$ cat src/rtl/tri_nor_idle_det.sv
// tri_nor_idle_det -- multi-channel NOR activity detector with filtered idle.
//
// Each channel NOR-reduces its WIDTH activity bits into a registered quiet
// flag (nor_q). A saturating per-channel counter then qualifies the quiet
// flag for IDLE_CYC consecutive cycles before raising idle. A one-cycle
// idle_pulse marks each rising edge of idle.
//
// Ports:
//   clk         clock, rising edge
//   rst         asynchronous reset, active high
//   act         activity bits; channel c owns act[c*WIDTH : c*WIDTH+WIDTH-1]
//   force_busy  treat every channel as active this cycle
//   en          detector enable; 0 clears counters and idle outputs
//   nor_q       registered per-channel NOR of act (0 while force_busy)
//   idle        per-channel filtered idle
//   idle_pulse  one-cycle pulse when idle rises
//   all_idle    AND of all idle bits
//
// Parameter constraints: IDLE_CYC >= 1 and 2**CNT_WIDTH > IDLE_CYC.

// Per-channel slice: quiet flag register plus qualification counter.
module tri_nor_idle_det_ch #(
  parameter int WIDTH     = 3,
  parameter int IDLE_CYC  = 4,
  parameter int CNT_WIDTH = 3
) (
  input  logic             clk,
  input  logic             rst,
  input  logic [WIDTH-1:0] i_act,
  input  logic             i_force_busy,
  input  logic             i_en,
  output logic             o_nor_q,
  output logic             o_idle,
  output logic             o_idle_pulse
);
  // One extra bit so cnt+1 never wraps before the threshold compare.
  localparam logic [CNT_WIDTH:0]   LP_IDLE_W = (CNT_WIDTH+1)'(IDLE_CYC);
  localparam logic [CNT_WIDTH-1:0] LP_IDLE_C = CNT_WIDTH'(IDLE_CYC);

  logic                 r_nor_q;
  logic [CNT_WIDTH-1:0] r_cnt;
  logic                 r_idle;
  logic                 r_pulse;
  logic [CNT_WIDTH:0]   w_cnt_inc;
  logic                 w_reach;
  logic [CNT_WIDTH-1:0] w_cnt_nxt;

  assign w_cnt_inc = {1'b0, r_cnt} + {{CNT_WIDTH{1'b0}}, 1'b1};
  assign w_reach   = (w_cnt_inc >= LP_IDLE_W);
  // Saturate at IDLE_CYC so a long quiet stretch holds rather than wraps.
  assign w_cnt_nxt = w_reach ? LP_IDLE_C : w_cnt_inc[CNT_WIDTH-1:0];

  always_ff @(posedge clk or posedge rst) begin
    if (rst) begin
      r_nor_q <= 1'b0;
      r_cnt   <= '0;
      r_idle  <= 1'b0;
      r_pulse <= 1'b0;
    end else begin
      // Stage 1 runs regardless of en so the flag is valid when en returns.
      r_nor_q <= ~(|i_act) & ~i_force_busy;
      if (!i_en || !r_nor_q) begin
        r_cnt   <= '0;
        r_idle  <= 1'b0;
        r_pulse <= 1'b0;
      end else begin
        r_cnt   <= w_cnt_nxt;
        r_idle  <= w_reach;
        r_pulse <= w_reach & ~r_idle;
      end
    end
  end

  assign o_nor_q      = r_nor_q;
  assign o_idle       = r_idle;
  assign o_idle_pulse = r_pulse;
endmodule

module tri_nor_idle_det #(
  parameter int CHANNELS  = 2,
  parameter int WIDTH     = 3,
  parameter int IDLE_CYC  = 4,
  parameter int CNT_WIDTH = 3
) (
  input  logic                      clk,
  input  logic                      rst,
  input  logic [0:CHANNELS*WIDTH-1] act,
  input  logic                      force_busy,
  input  logic                      en,
  output logic [0:CHANNELS-1]       nor_q,
  output logic [0:CHANNELS-1]       idle,
  output logic [0:CHANNELS-1]       idle_pulse,
  output logic                      all_idle
);
  genvar c, b;
  generate
    for (c = 0; c < CHANNELS; c++) begin : g_ch
      logic [WIDTH-1:0] w_act_ch;
      for (b = 0; b < WIDTH; b++) begin : g_bit
        assign w_act_ch[b] = act[c*WIDTH + b];
      end
      tri_nor_idle_det_ch #(
        .WIDTH     (WIDTH),
        .IDLE_CYC  (IDLE_CYC),
        .CNT_WIDTH (CNT_WIDTH)
      ) u_ch (
        .clk          (clk),
        .rst          (rst),
        .i_act        (w_act_ch),
        .i_force_busy (force_busy),
        .i_en         (en),
        .o_nor_q      (nor_q[c]),
        .o_idle       (idle[c]),
        .o_idle_pulse (idle_pulse[c])
      );
    end
  endgenerate

  assign all_idle = &idle;
endmodule
$ cat config.mk
export PLATFORM = sky130hd
export DESIGN_NAME = tri_nor_idle_det
export DESIGN_NICKNAME = d
export VERILOG_FILES = /design/src/rtl/tri_nor_idle_det.sv
export SDC_FILE = /design/constraint.sdc
export NUM_CORES = 1
export LEC_CHECK = 0
export CORE_AREA = 2 2 39 41
export DETAILED_ROUTE_END_ITERATION = 16
export DIE_AREA = 0 0 41 43
export GPL_TIMING_DRIVEN = 0
export HOLD_SLACK_MARGIN = 0.12
export PLACE_DENSITY = 0.76
export SYNTH_ARGS = -nofsm -noshare
export SYNTH_HDL_FRONTEND = slang
export SYNTH_HIERARCHICAL = 1
export SYNTH_SLANG_ARGS = --single-unit
$ cat constraint.sdc
create_clock -name clk -period 1.1 [get_ports clk]
set_clock_uncertainty 0.05 [all_clocks]
set_input_delay 0.165 -clock clk [delete_from_list [all_inputs] [get_ports clk]]
set_output_delay 0.165 -clock clk [all_outputs]
set_load 0.005 [all_outputs]
==> summary.txt <==
Setup path
  • Data required, critical path: about 1.2 ns
  • CP max FO: 5
  • Crit path capture type: register
  • Critical path class: register to register
  • Peak per-stage delay on the critical path: 0.43 ns
  • Slowest cell on crit path: dfrtp_1
  • Crit-path cells: ha_4, nor2_4, nor2b_1, nor3_1
  • Critical path arrival: 1.26 ns
  • Crit start category: register

Die
  • Core ar.: 1380 sq um
  • Die Ht: 43 um
  • Die Footprint: 1760 sq um
  • Die width: approximately 41 um
  • Num rows: 14
  • Num ports: 17
  • Initial Util: 34.3%

Clock network
  • Worst-path clk slew: 0.07 ns
  • CTS Buffer Depth: 2
  • H-tree Lvls: 1
  • Root buf cell: clkbuf_4
  • Sinks on Clock Net: 12
  • Clk_lat worst skew: 0.26 ns
  • TritonCTS clock tree: done
  • CTS Buf Count: 3

Synthesis
  • #FFs+latches synth: 12
  • Syn Area/Cell: between 10 and 15 sq um
  • Post-Synthesis Cells: 39
  • Cell variety after synth: 11
  • Synth top area cells: dfrtp_1 (63%), nor3_1 (6.3%), ha_1 (5.3%)
  • Ys Warns: 6
  • Share of the synthesized area in the top cell type: 63.3%
  • Dominant cell type by area after synthesis: dfrtp_1
  • Syn nets: 51
  • Mapped Area: roughly 470 sq um
  • Sequential fraction of the synthesis area: a little over three fifths

Final layout
  • Final-layout fill cell count: ~120
  • ANT cells: 0
  • Commonest non-fill, non-tap cells in the layout: dfrtp_1 (12), buf_4 (9), clkdlybuf4s50_1 (9)
  • Area Overhead vs Synth: 68.6%
  • Share of post-route cells with drive strength above 1: 39.7%
  • Commonest non-fill, non-tap cell in the layout: dfrtp_1
  • Fin util: about 58%
  • Nets: 82

Global routing
  • Vias in the first global route: 409
  • Grt ovf: 0
  • Pin count of the biggest net entering global routing: 7
  • Gr usage total: 14.7%
  • First-pass GRT wire length: 1660 um
  • Antenna violations before repair: 0

Status
  • Violated checks: negative setup slack
  • Outcome: complete, but fails checks

Drt
  • Routed wire length: 994 um
  • Pre-Repair DR Iteration Count: 4
  • Initial drt markers: 11
  • Post-route ant nets: 0
  • Routed wire per std cell: approximately 12 um
  • DRC viols: 0
  • Routed vias: 415
  • Vias/cell: 4.94

STA
  • Final min period: 1.13 ns
  • RSZ-0062 raised after global routing: true
  • Setup-failing EPs final: 8
  • Final worst-path cycle share: 103%
  • Pins Over Slew Limit: 0
  • Least-Margin Pin Slew: 0.237 ns
  • Worst slew margin: 84.2%
  • Highest Clock Rate: 884 MHz
  • Final Hold Vio Count: 0
  • Final WS setup: -0.0307 ns

Power
  • Peak supply drop: 0.000477 V
  • Pwr Total: 760 uW
  • Static leakage: 0.000393 uW
  • PwrDens: 950 nW/um^2

Hold path
  • Hold Path Class: input pin to register

Placed design
  • GPL Wtd Cong: between 0.7 and 0.8
  • PortBufs: 16

Run
  • MaxCap Viol Count: 0
[final cells by class]
type                       instances  area (sq um)  share of cell area, %
clock buffer                       3          22.5                   2.82
inverter                           2          7.51                  0.939
multi-input combinational         25           233                   29.1
sequential                        12           300                   37.6
tap                               16          20.0                   2.50
timing repair buffer              26           216                   27.1
[stage by stage]
stage	hold WS [ns]	TNS (ns)	instances	worst slack (ns)	instance area, sq um
after detailed placement	0.375	-0.709	71	-0.127	659
after global routing	0.393	-0.561	84	-0.0837	800
after global placement	0.368	-0.469	71	-0.100	659
after floorplan	-0.0940	0	39	0.0132	479
after CTS	0.366	-0.107	83	-0.0458	777
final	0.383	-0.179	84	-0.0307	800
[cells in the mapped netlist]
| library cell | instances |
|---|---|
| ha_1 | 2 |
| nor2b_1 | 2 |
| dfrtp_1 | 12 |
| nand2_1 | 4 |
| and2_1 | 1 |
| nor4_1 | 4 |
| nor3_1 | 6 |
| o2111a_1 | 2 |
| nor2_2 | 2 |
| a21oi_2 | 2 |
| inv_1 | 2 |
[power breakdown]
group          internal (uW)  switching [uW]  total, uW
logic                   37.1            20.6       57.7
registers                444            2.72        447
clock network            126             129        255
total                    608             152        760
[path summary, 6_finish.rpt]
path | from | to | slack (ns) | depth (start not counted)
max reg2reg | g_ch[0].u_ch/r_cnt[0] | g_ch[0].u_ch/r_cnt[0] | -0.03 | 4
max in group asynchronous | rst | g_ch[0].u_ch/r_cnt[1] | 0.17 | 3
min | act[0] | g_ch[0].u_ch/o_nor_q | 0.38 | 2
max | g_ch[0].u_ch/r_cnt[0] | g_ch[0].u_ch/r_cnt[0] | -0.03 | 4
min reg2reg | g_ch[0].u_ch/o_idle | g_ch[0].u_ch/o_idle_pulse | 0.48 | 2
min in group asynchronous | rst | g_ch[1].u_ch/o_idle | 0.63 | 3
[cell families after synthesis]
family | after synthesis | synth area share, %
flops | 12 | 63.3
fa+ha+maj | 2 | 5.28
compound gates | 4 | 8.44
simple gates | 19 | 21.4
buf+inv | 2 | 1.58
[sequential cells by signal, summed over array words and instances, names as in the netlist]
name                    flops
g_ch.u_ch/o_idle            2
g_ch.u_ch/o_idle_pulse      2
g_ch.u_ch/o_nor_q           2
g_ch.u_ch/r_cnt             6
[per-layer routing]
metal	vias to the layer above	share of wire [%]	global-route usage (%)
li1	201	-	-
met1	194	40	16.8
met5	-	0	0
met2	18	53	21.9
met3	2	5.4	3.14
met4	0	1.0	12.0
[worst max-delay path: cells and delay by family, from the launching register on]
family,cells,cell delay [ns]
adders and majority gates,1,0.20
and+or+nand+nor,3,0.36
DFF,1,0.43
[timing repair]
item / CTS / global route
endpoints found under the setup margin: 11 / 12
setup buffers: 8 / 1
hold endpoints to repair: 12 / 0
resized for setup: 21 / 8
pin swaps: 3 / 1
hold buffers: 1 / 0
No activity file was read; power rests on OpenSTA's default activity.
